### config.mk
export PLATFORM = sky130hd
export DESIGN_NAME = pipelined_barrel_shifter
export DESIGN_NICKNAME = d
export VERILOG_FILES = /design/src/rtl/barrel_shifter_pkg.sv /design/src/rtl/barrel_shift_stage.sv /design/src/rtl/pipelined_barrel_shifter.sv
export SDC_FILE = /design/constraint.sdc
export NUM_CORES = 1
export LEC_CHECK = 0
export ABC_AREA = 1
export CAP_MARGIN = 20
export CORE_UTILIZATION = 45
export DETAILED_ROUTE_END_ITERATION = 12
export DONT_BUFFER_PORTS = 1
export GPL_TIMING_DRIVEN = 0
export PLACE_DENSITY = 0.61
export REMOVE_ABC_BUFFERS = 1
export SYNTH_ARGS = -nofsm -noshare
export SYNTH_HDL_FRONTEND = slang
export SYNTH_HIERARCHICAL = 1
export SYNTH_SLANG_ARGS = --single-unit
### constraint.sdc
create_clock -name clk -period 1.5 [get_ports clk]
set_input_delay 0.45 -clock clk [delete_from_list [all_inputs] [get_ports clk]]
set_output_delay 0.45 -clock clk [all_outputs]
set_load 0.05 [all_outputs]
### src/rtl/barrel_shifter_pkg.sv
// Shared types and helpers for the pipelined barrel shifter.
// Optional carry/zero flags are enabled by defining SHIFTER_FLAGS_EN.
package barrel_shifter_pkg;

  typedef enum logic [2:0] {
    ModeSll  = 3'b000,
    ModeSrl  = 3'b001,
    ModeSra  = 3'b010,
    ModeRol  = 3'b011,
    ModeRor  = 3'b100,
    ModePass = 3'b101
  } shift_mode_e;

  // left_bit is the operand bit at WIDTH-shamt, right_bit the one at shamt-1.
  function automatic logic stage0_carry(input logic [2:0] mode,
                                        input logic       shamt_nz,
                                        input logic       left_bit,
                                        input logic       right_bit);
    logic c;
    c = 1'b0;
    if (shamt_nz) begin
      case (mode)
        ModeSll, ModeRol:          c = left_bit;
        ModeSrl, ModeSra, ModeRor: c = right_bit;
        default:                   c = 1'b0;
      endcase
    end
    return c;
  endfunction

endpackage

### src/rtl/barrel_shift_stage.sv
// One pipeline stage: conditional shift/rotate by 2^K plus its hold-on-stall register.
// Carry staging exists only when SHIFTER_FLAGS_EN is defined.
module barrel_shift_stage
  import barrel_shifter_pkg::*;
#(
  parameter int unsigned WIDTH   = 8,
  parameter int unsigned K       = 0,
  parameter int unsigned SHAMT_W = $clog2(WIDTH)
) (
  input  logic               clk,
  input  logic               rst_n,
  input  logic               adv,
`ifdef SHIFTER_FLAGS_EN
  input  logic               in_carry,
  output logic               out_carry,
`endif
  input  logic               in_valid,
  input  logic [WIDTH-1:0]   in_data,
  input  logic [2:0]         in_mode,
  input  logic [SHAMT_W-1:0] in_shamt,
  output logic               out_valid,
  output logic [WIDTH-1:0]   out_data,
  output logic [2:0]         out_mode,
  output logic [SHAMT_W-1:0] out_shamt
);

  localparam int unsigned S = 1 << K;

  logic               valid_q;
  logic [WIDTH-1:0]   data_q, data_d;
  logic [2:0]         mode_q;
  logic [SHAMT_W-1:0] shamt_q;

  always_comb begin
    data_d = in_data;
    if (in_shamt[K]) begin
      case (in_mode)
        ModeSll: data_d = in_data << S;
        ModeSrl: data_d = in_data >> S;
        ModeSra: data_d = $signed(in_data) >>> S;
        ModeRol: data_d = (in_data << S) | (in_data >> (WIDTH - S));
        ModeRor: data_d = (in_data >> S) | (in_data << (WIDTH - S));
        default: data_d = in_data;
      endcase
    end
  end

  // Payload only loads for valid ops so bubbles never pull X into the pipe.
  always_ff @(posedge clk) begin
    if (!rst_n) begin
      valid_q <= 1'b0;
      data_q  <= '0;
      mode_q  <= '0;
      shamt_q <= '0;
    end else if (adv) begin
      valid_q <= in_valid;
      if (in_valid) begin
        data_q  <= data_d;
        mode_q  <= in_mode;
        shamt_q <= in_shamt;
      end
    end
  end

`ifdef SHIFTER_FLAGS_EN
  logic carry_q;

  always_ff @(posedge clk) begin
    if (!rst_n) begin
      carry_q <= 1'b0;
    end else if (adv && in_valid) begin
      carry_q <= in_carry;
    end
  end

  assign out_carry = carry_q;
`endif

  assign out_valid = valid_q;
  assign out_data  = data_q;
  assign out_mode  = mode_q;
  assign out_shamt = shamt_q;

endmodule

### src/rtl/pipelined_barrel_shifter.sv
// Pipelined barrel shifter: SHAMT_W stages, one op per cycle, global stall on backpressure.
// Define SHIFTER_FLAGS_EN to add the out_carry/out_zero flag outputs.
module pipelined_barrel_shifter
  import barrel_shifter_pkg::*;
#(
  parameter int unsigned WIDTH   = 8,
  parameter int unsigned SHAMT_W = $clog2(WIDTH)
) (
  input  logic               clk,
  input  logic               rst_n,
  input  logic               in_valid,
  output logic               in_ready,
  input  logic [WIDTH-1:0]   in_data,
  input  logic [SHAMT_W-1:0] in_shamt,
  input  logic [2:0]         in_mode,
  output logic               out_valid,
  input  logic               out_ready,
`ifdef SHIFTER_FLAGS_EN
  output logic               out_carry,
  output logic               out_zero,
`endif
  output logic [WIDTH-1:0]   out_data
);

  // Index 0 is the input side; index k+1 is the register of stage k.
  logic               valid_s [SHAMT_W+1];
  logic [WIDTH-1:0]   data_s  [SHAMT_W+1];
  logic [2:0]         mode_s  [SHAMT_W+1];
  logic [SHAMT_W-1:0] shamt_s [SHAMT_W+1];
  logic               adv;
  logic               unused_tail;

  // Reset term keeps in_ready high while reset is asserted.
  assign adv      = out_ready | ~out_valid | ~rst_n;
  assign in_ready = adv;

  assign valid_s[0] = in_valid;
  assign data_s[0]  = in_data;
  assign mode_s[0]  = in_mode;
  assign shamt_s[0] = in_shamt;

`ifdef SHIFTER_FLAGS_EN
  logic               carry_s [SHAMT_W+1];
  logic [SHAMT_W-1:0] left_idx, right_idx;

  // Wrap-around at shamt = 0 is harmless: stage0_carry forces 0 then.
  assign left_idx   = SHAMT_W'(WIDTH - 32'(in_shamt));
  assign right_idx  = in_shamt - SHAMT_W'(1);
  assign carry_s[0] = stage0_carry(in_mode, |in_shamt, in_data[left_idx], in_data[right_idx]);
`endif

  for (genvar k = 0; k < SHAMT_W; k++) begin : g_stage
    barrel_shift_stage #(
      .WIDTH  (WIDTH),
      .K      (k),
      .SHAMT_W(SHAMT_W)
    ) u_stage (
      .clk      (clk),
      .rst_n    (rst_n),
      .adv      (adv),
`ifdef SHIFTER_FLAGS_EN
      .in_carry (carry_s[k]),
      .out_carry(carry_s[k+1]),
`endif
      .in_valid (valid_s[k]),
      .in_data  (data_s[k]),
      .in_mode  (mode_s[k]),
      .in_shamt (shamt_s[k]),
      .out_valid(valid_s[k+1]),
      .out_data (data_s[k+1]),
      .out_mode (mode_s[k+1]),
      .out_shamt(shamt_s[k+1])
    );
  end

  assign out_valid = valid_s[SHAMT_W];
  assign out_data  = data_s[SHAMT_W];

`ifdef SHIFTER_FLAGS_EN
  assign out_carry = carry_s[SHAMT_W];
  assign out_zero  = out_valid & (out_data == '0);
`endif

  assign unused_tail = ^{mode_s[SHAMT_W], shamt_s[SHAMT_W]};

endmodule

==> results_dict.tcl, run 1 <==
set metrics [dict create \
    setup-tns-final_ns -0.0220 \
    r2r_cells 5 \
    ys_warn_count 6 \
    crit_slowest_cell "dfxtp_4" \
    timing.final.max_slew_violations 0 \
    antenna_found_initial 0 \
    die-area_mm2 0.00479 \
    worst_r2r_endpoint "g_stage[1].u_stage/out_mode[2]$_SDFFE_PN0P_" \
    period_needed_ns 1.52 \
    cts-buffers-inserted 5 \
    htreeDepth 2 \
    grt_pass1_vias 1801 \
    drc 0 \
    syn_inst 304 \
    place.port_buffers 0 \
    critPathTopFamily "flip-flops" \
    fill_cells 441 \
    crit_fanout 7 \
    cp-start-kind "flip-flop" \
    power.total_uw 2330 \
    avgViaCountPerCell 5.21 \
    rows 24 \
    hold_viol_final 0 \
    ant_nets 0 \
    tightestPinTransition_ns 0.518 \
    grt-ovfl-total 0 \
    worst_slack_ns -0.0220 \
    worst-path-stages 1 \
    crit_path_start "g_stage[2].u_stage/out_valid$_SDFFE_PN0P_" \
    syn_to_final_growth_pct 12.4 \
    io_pins 28 \
    ctsRootBufferMaster "clkbuf_8" \
    hold_class "in -> reg" \
    final_cell_mix "nand2_1, a21oi_1, dfxtp_1" \
    cts_tree "yes" \
    postSynthAreaPerCell_um2 6.68 \
    grt_pass1_wl_mm 7.91 \
    drive_above_1_share_pct 16.7 \
    path_clk_slew_ns 0.08 \
    drtIter0Drc 122 \
    run_status "complete, but fails checks" \
    core_mm2 0.00435 \
    finalWeightedCongestion 0.854 \
    layout.nets 329 \
    finalSetupViolations 1 \
    fmax_ghz 0.657 \
    r2r_start "g_stage[2].u_stage/out_valid$_SDFFE_PN0P_" \
    grt_max_degree 25 \
    violations "negative setup slack" \
    post-route-period-util_pct 101 \
    rsz0062_at_grt "true" \
    cp-endpoint "in_ready" \
    r2r_setup_slack_ns 0.05 \
    initial_core_util_pct 46.6 \
    die_h_um 69.2 \
    critPathMaxStageDelay_ns 0.46 \
    crit_required_ns 1.05 \
    fin_area_mm2 0.00228 \
    drt-total-wl_mm 4.39 \
    syn_area_mm2 0.00203 \
    dieWidth_um 69.2 \
    post_drt_wl_per_cell_um 12.1 \
    power_leakage_uw 0.000932 \
    clockBufferDepth 2 \
    powerDensity_mw_per_mm2 1020 \
    path_class "reg -> out" \
    clock_skew_ns 0.00626 \
    vias 1895 \
    mostFrequentLayoutCell "nand2_1" \
    crit_arrival_ns 1.07 \
    place_area_mm2 0.00205 \
    insertedDiodeCount 0 \
    path_cells "nand3_4" \
    clkLatencyLatePin_ns 0.29 \
    first_pass_iters 4 \
    maxCapViolCount 0 \
    cp_num_buf_inv 0 \
    end_kind "primary output" \
    dp_hpwl_mm 3.10 \
    max-slew-margin-rel_pct 65.4 \
    max-vdd-ir-drop_v 0.000419 \
    cts_sinks 36 \
    grt_use_total_pct 20.2 \
]
[metrics by stage]
stage	std cells	setup WS [ns]	hold WS [ns]	utilization, %
global placement	348	-0.986	0.465	47.0
detailed placement	348	-0.981	0.472	47.0
CTS	360	-0.0216	0.276	51.2
finish	364	-0.0220	0.269	52.4
global route	364	-0.0594	0.259	52.4
floorplan	296	-0.619	0.450	-
[worst min-delay path by stage]
stage / start / end / slack, ns / cells after the start
6_report: rst_n / g_stage[2].u_stage/out_data[5]$_SDFFE_PN0P_ / 0.27 / 2
5_1_grt: rst_n / g_stage[2].u_stage/out_data[5]$_SDFFE_PN0P_ / 0.26 / 2
4_1_cts: rst_n / g_stage[0].u_stage/out_shamt[2]$_SDFFE_PN0P_ / 0.28 / 2
3_5_place_dp: g_stage[0].u_stage/out_valid$_SDFFE_PN0P_ / g_stage[0].u_stage/out_valid$_SDFFE_PN0P_ / 0.47 / 2
3_3_place_gp: g_stage[0].u_stage/out_valid$_SDFFE_PN0P_ / g_stage[0].u_stage/out_valid$_SDFFE_PN0P_ / 0.47 / 2
2_1_floorplan: g_stage[0].u_stage/out_shamt[2]$_SDFFE_PN0P_ / g_stage[0].u_stage/out_shamt[2]$_SDFFE_PN0P_ / 0.45 / 2
[repair_timing]
action / in CTS / in global routing
gates cloned: 0 / 2
pin swaps: 3 / 3
setup buffers: 4 / 2
endpoints found under the setup margin: 37 / 18
hold buffers: 0 / 0
resized for setup: 8 / 24
[routing by layer]
metal	share of wire, %	GRT usage, %
met5	0	0
met4	1.2	6.12
met3	3.8	4.80
met2	49	34.2
met1	46	25.3
[sequential cells by signal, indices dropped and copies added, names as in the netlist]
| register | cells |
|---|---|
| g_stage.u_stage/out_mode | 6 |
| g_stage.u_stage/out_shamt | 3 |
| g_stage.u_stage/out_valid | 3 |
| g_stage.u_stage/out_data | 24 |
[cell type report]
class | instances | area [um2] | share of cell area [%]
sequential | 36 | 724 | 31.7
clock buffer | 5 | 68.8 | 3.01
timing repair inverter | 2 | 10.0 | 0.438
timing repair buffer | 6 | 52.6 | 2.30
clock inverter | 3 | 42.5 | 1.86
multi-input combinational | 224 | 1160 | 50.8
tap | 52 | 65.1 | 2.85
inverter | 36 | 159 | 6.96
[where the power goes]
part           internal, uW  switching (uW)
sequential             1010             101
clock                   492             351
combinational           142             229
total                  1650             681
No activity file was read; power rests on OpenSTA's default activity.
==> inputs of run 2 (changes only) <==
--- a/config.mk
+++ b/config.mk
@@ -5,7 +5,6 @@
 export SDC_FILE = /design/constraint.sdc
 export NUM_CORES = 1
 export LEC_CHECK = 0
-export ABC_AREA = 1
 export CAP_MARGIN = 20
 export CORE_UTILIZATION = 45
 export DETAILED_ROUTE_END_ITERATION = 12
==> run 2 against run 1 <==
Effect of this change:
- the flow still finishes with violations (negative setup slack)
- via count grew 20%
- first-iteration DRC count decreased by 16%
- worst setup slack worse by 0.70 ns
- register-to-register slack worse by 0.77 ns
- sequential power is essentially flat
- cell area up 19%
- cell count rose by 1.9%
- non-clock buffer count increased by 9
- flip-flop and latch count unchanged
- sequential share of layout area down 5.1 points
- largest cell class unchanged
- highest routed layer unchanged
==> results_dict.tcl, run 2 <==
set metrics [dict create \
    insertedDiodeCount 0 \
    worst_slack_ns -0.718 \
    clkLatencyLatePin_ns 0.29 \
    final_cells 371 \
    tightestPinTransition_ns 0.984 \
    drc 0 \
    syn_to_final_growth_pct 13.3 \
    hold_class "in -> reg" \
    crit_fanout 6 \
    max-vdd-ir-drop_v 0.000406 \
    path_clk_slew_ns 0.07 \
    grt_max_degree 29 \
    initial_core_util_pct 47.0 \
    layout.nets 318 \
    dp_hpwl_mm 4.12 \
    violations "negative setup slack" \
    fill_cells 493 \
    clock_skew_ns 0.00392 \
    die-area_mm2 0.00563 \
    finalSetupViolations 27 \
    antenna_found_initial 0 \
    grt_pass1_wl_mm 10.4 \
    largest_register_ff_count 24 \
    maxCapViolCount 0 \
    htreeDepth 2 \
    cts-buffers-inserted 5 \
    fmax_ghz 0.451 \
    ys_warn_count 6 \
    combinationalPowerShare_pct 16.5 \
    drt-total-wl_mm 6.42 \
    grt_pass1_vias 2117 \
    p_sw_share_pct 29.8 \
    avgViaCountPerCell 6.13 \
    multi_input_comb_area_mm2 0.00167 \
    setup-tns-final_ns -14.74 \
    max-slew-margin-rel_pct 34.2 \
    power_leakage_uw 0.000924 \
    timing.final.max_slew_violations 0 \
    hold_buffers 0 \
    core_mm2 0.00511 \
    layout.area.seq_um2 724 \
    drtIter0Drc 103 \
    final_cell_mix "dfxtp_1, nand2_1, a21oi_1, o21ai_0, a31oi_1" \
    cp-start-kind "flip-flop" \
    syn_area_mm2 0.00240 \
    seqPwrFrac_pct 50.8 \
    crit_required_ns 1.67 \
    ant_nets 0 \
    finalWeightedCongestion 0.866 \
    mostFrequentLayoutCell "dfxtp_1" \
    syn_inst 299 \
    grt_use_total_pct 24.1 \
    rows 26 \
    period_needed_ns 2.22 \
    crit_arrival_ns 2.38 \
    cts_tree "yes" \
    end_kind "flip-flop" \
    die_h_um 75.0 \
    dieWidth_um 75.0 \
    grt-ovfl-total 0 \
    power.switching_uw 668 \
    internal-power_uw 1570 \
    powerDensity_mw_per_mm2 824 \
    power.total_uw 2240 \
    place_inst 345 \
    clockPowerShare_pct 32.7 \
    cts_sinks 36 \
    hold_viol_final 0 \
    post-route-period-util_pct 148 \
    postSynthAreaPerCell_um2 8.03 \
    vias 2273 \
    run_status "complete, but fails checks" \
    ctsRootBufferMaster "clkbuf_8" \
    io_pins 28 \
    clockBufferDepth 2 \
    place.port_buffers 0 \
    r2r_setup_slack_ns -0.72 \
    post_drt_wl_per_cell_um 17.3 \
    utilization_pct 53.3 \
    first_pass_iters 4 \
    path_class "reg -> reg" \
    drive_above_1_share_pct 19.9 \
    critPathMaxStageDelay_ns 0.72 \
    path_cells "nand3b_1, and4b_1, a21oi_2, o2111a_1, a211oi_2" \
    crit_slowest_cell "nand3b_1" \
    rsz0062_at_grt "true" \
]
-- run 2: worst paths after layout --
path / depth (start not counted) / endpoint / start
setup / recovery: 5 / g_stage[0].u_stage/out_data[1]$_SDFFE_PN0P_ / g_stage[2].u_stage/out_valid$_SDFFE_PN0P_
hold / removal: 1 / g_stage[0].u_stage/out_data[0]$_SDFFE_PN0P_ / in_shamt[0]
setup reg to reg: 5 / g_stage[0].u_stage/out_data[1]$_SDFFE_PN0P_ / g_stage[2].u_stage/out_valid$_SDFFE_PN0P_
hold reg to reg: 2 / g_stage[1].u_stage/out_shamt[2]$_SDFFE_PN0P_ / g_stage[0].u_stage/out_shamt[2]$_SDFFE_PN0P_
-- run 2: final cells by class --
| class | instances | area share, % |
|---|---|---|
| inverters | 5 | 0.690 |
| repair buffers | 15 | 4.55 |
| well taps | 70 | 3.22 |
| clock buffers | 7 | 3.17 |
| multi-input cells | 237 | 61.5 |
| flip-flops and latches | 36 | 26.6 |
| clock inverters | 1 | 0.276 |
-- run 2: per-layer routing --
| layer | share of wire (%) | track usage, % | vias up |
|---|---|---|---|
| li1 | - | - | 1131 |
| met1 | 45 | 30.5 | 1073 |
| met2 | 48 | 40.3 | 59 |
| met3 | 4.7 | 5.35 | 10 |
| met4 | 1.4 | 8.60 | 0 |
| met5 | 0 | 0 | - |
-- run 2: power groups by stage --
| stage | combinational, uW | clock [uW] | sequential (uW) |
|---|---|---|---|
| after floorplan | 253 | 0 | 1120 |
| after global placement | 296 | 0 | 1150 |
| after detailed placement | 298 | 0 | 1150 |
| after CTS | 338 | 751 | 1130 |
| after global routing | 410 | 791 | 1150 |
| final | 370 | 733 | 1140 |
-- run 2: timing repair --
item,CTS,global route
gates cloned,2,1
gates resized for setup,23,17
endpoints found under the setup margin,37,31
setup buffers,10,5
pin swaps,18,11
-- run 2: stage by stage --
| step | cell area (um2) | setup slack [ns] | hold slack [ns] |
|---|---|---|---|
| floorplan | 2260 | -0.954 | 0.431 |
| global placement | 2350 | -1.41 | 0.467 |
| detailed placement | 2350 | -1.41 | 0.469 |
| CTS | 2600 | -0.664 | 0.261 |
| global route | 2720 | -0.820 | 0.256 |
| finish | 2720 | -0.718 | 0.264 |
-- run 2: worst max-delay path, delay by kind of cell, from the launching register on --
family | cells | cell delay (ns)
AND/OR/NAND/NOR | 2 | 1.26
AO/OA/AOI/OAI | 3 | 0.36
flip-flops | 1 | 0.46
==> inputs of run 3 (changes only) <==
--- a/config.mk
+++ b/config.mk
@@ -6,11 +6,11 @@
 export NUM_CORES = 1
 export LEC_CHECK = 0
 export CAP_MARGIN = 20
-export CORE_UTILIZATION = 45
+export CORE_UTILIZATION = 55
 export DETAILED_ROUTE_END_ITERATION = 12
 export DONT_BUFFER_PORTS = 1
 export GPL_TIMING_DRIVEN = 0
-export PLACE_DENSITY = 0.61
+export PLACE_DENSITY = 0.71
 export REMOVE_ABC_BUFFERS = 1
 export SYNTH_ARGS = -nofsm -noshare
 export SYNTH_HDL_FRONTEND = slang
==> run 3 against run 2 <==
Effect of this change:
- the flow still finishes with violations (negative setup slack)
- critical path depth is the same
- worst setup slack improved by 0.063 ns
- clock skew grew 0.0062 ns
- cell count down 6.7%
- clock power grew 15%
==> results_dict.tcl, run 3 (synthesis results as in run 2) <==
set metrics [dict create \
    htreeDepth 2 \
    fmax_ghz 0.464 \
    fin_hold_ws_ns 0.272 \
    crit_required_ns 1.67 \
    max-slew-margin-rel_pct 39.4 \
    clkLatencyLatePin_ns 0.29 \
    hold_class "in -> reg" \
    mostFrequentLayoutCell "dfxtp_1" \
    end_kind "flip-flop" \
    rows 23 \
    post-route-period-util_pct 144 \
    layout.nets 313 \
    drtIter0Drc 128 \
    io_pins 28 \
    finalSetupViolations 27 \
    largest_register_ff_count 24 \
    syn_to_final_growth_pct 12.3 \
    cp-start-kind "flip-flop" \
    period_needed_ns 2.16 \
    grt-ovfl-total 0 \
    ant_nets 0 \
    crit_arrival_ns 2.32 \
    final_cell_mix "dfxtp_1, nand2_1, a21oi_1, o21ai_0, a31oi_1" \
    timing.final.max_slew_violations 0 \
    drt-total-wl_mm 5.99 \
    internal-power_uw 1690 \
    core_mm2 0.00409 \
    clockBufferDepth 2 \
    critPathMaxStageDelay_ns 0.67 \
    dp_hpwl_mm 3.90 \
    die_h_um 68.1 \
    initial_core_util_pct 58.8 \
    grt_max_degree 29 \
    die-area_mm2 0.00463 \
    cts-buffers-inserted 5 \
    clock_skew_ns 0.0101 \
    violations "negative setup slack" \
    ctsRootBufferMaster "clkbuf_8" \
    first_pass_iters 5 \
    tightestPinTransition_ns 0.906 \
    cts_tree "yes" \
    combinationalPowerShare_pct 15.7 \
    power_leakage_uw 0.000927 \
    crit_slowest_cell "nand3b_1" \
    cts_sinks 36 \
    max-vdd-ir-drop_v 0.000755 \
    utilization_pct 66.0 \
    insertedDiodeCount 0 \
    clockPowerShare_pct 36.0 \
    grt_pass1_wl_mm 9.54 \
    critPathTopFamily "simple AND/OR/NAND/NOR gates" \
    rsz0062_at_grt "true" \
    drc 0 \
    run_status "complete, but fails checks" \
    dieWidth_um 68.1 \
    hold_viol_final 0 \
    seqPwrFrac_pct 48.3 \
    crit_fanout 6 \
    path_cells "nand3b_1, and4b_1, a21oi_2, o2111a_1, a211oi_2" \
    antenna_found_initial 0 \
    path_class "reg -> reg" \
    cp_num_buf_inv 0 \
    drive_above_1_share_pct 19.9 \
    grt_pass1_vias 2096 \
    power.switching_uw 651 \
    avgViaCountPerCell 6.58 \
    vias 2278 \
    hold_buffers 0 \
    maxCapViolCount 0 \
    worst_slack_ns -0.655 \
    path_clk_slew_ns 0.08 \
    grt_use_total_pct 27.2 \
    powerDensity_mw_per_mm2 869 \
    p_sw_share_pct 27.8 \
    finalWeightedCongestion 0.908 \
    post_drt_wl_per_cell_um 17.3 \
    place.port_buffers 0 \
]
run 3: cell count changes in the layout (fill, tap and decap cells not counted), sizes merged:
| cell | previous run | this run |
|---|---|---|
| clkinv | 1 | 2 |
| clkbuf | 7 | 6 |
| clkinvlp | 1 | 0 |
| bufinv | 0 | 1 |
| and2 | 5 | 4 |
| buf | 15 | 11 |
run 3: power by group through the flow:
stage	logic, uW	registers (uW)	clock network (uW)
final	368	1130	843
after global routing	406	1140	888
after CTS	320	1130	858
after detailed placement	294	1150	0
after global placement	290	1150	0
after floorplan	253	1120	0
run 3: what timing repair did:
item / CTS / global route
setup buffers: 5 / 6
setup endpoints to repair: 37 / 29
gates cloned: 2 / 0
pin swaps: 5 / 17
gates resized for setup: 16 / 28
run 3: worst paths after layout:
check | startpoint | endpoint | slack (ns) | cells past startpoint
worst min-delay path | in_shamt[0] | g_stage[0].u_stage/out_data[0]$_SDFFE_PN0P_ | 0.27 | 1
worst min register to register | g_stage[0].u_stage/out_shamt[2]$_SDFFE_PN0P_ | g_stage[0].u_stage/out_shamt[2]$_SDFFE_PN0P_ | 0.47 | 2
worst max register to register | g_stage[2].u_stage/out_valid$_SDFFE_PN0P_ | g_stage[0].u_stage/out_data[2]$_SDFFE_PN0P_ | -0.66 | 5
worst max-delay path | g_stage[2].u_stage/out_valid$_SDFFE_PN0P_ | g_stage[0].u_stage/out_data[2]$_SDFFE_PN0P_ | -0.66 | 5
run 3: through the flow:
stage               worst slack [ns]  TNS [ns]  cells  area, um2  total power, uW
floorplan                     -0.954    -26.49    275       2260             1370
global placement               -1.36    -38.40    325       2320             1440
detailed placement             -1.35    -38.71    325       2320             1440
CTS                           -0.648    -13.53    340       2540             2310
global route                  -0.746    -15.75    346       2700             2440
finish                        -0.655    -13.22    346       2700             2340
run 3: cell type report:
type / count / area, um2
flip-flops and latches: 36 / 724
fillers: 350 / 1390
multi-input cells: 236 / 1660
well taps: 50 / 62.6
clock buffers: 6 / 72.6
inverters: 5 / 18.8
repair buffers: 11 / 126
clock inverters: 2 / 35.0
run 3: layer usage:
layer	up-vias	wire length, um	global-route usage, %	part of all wire (%)
met2	66	2930	47.3	49
met4	0	147	9.90	2.5
li1	1119	-	-	-
met3	13	221	5.33	3.7
met1	1080	2690	32.8	45
met5	-	0	0	0
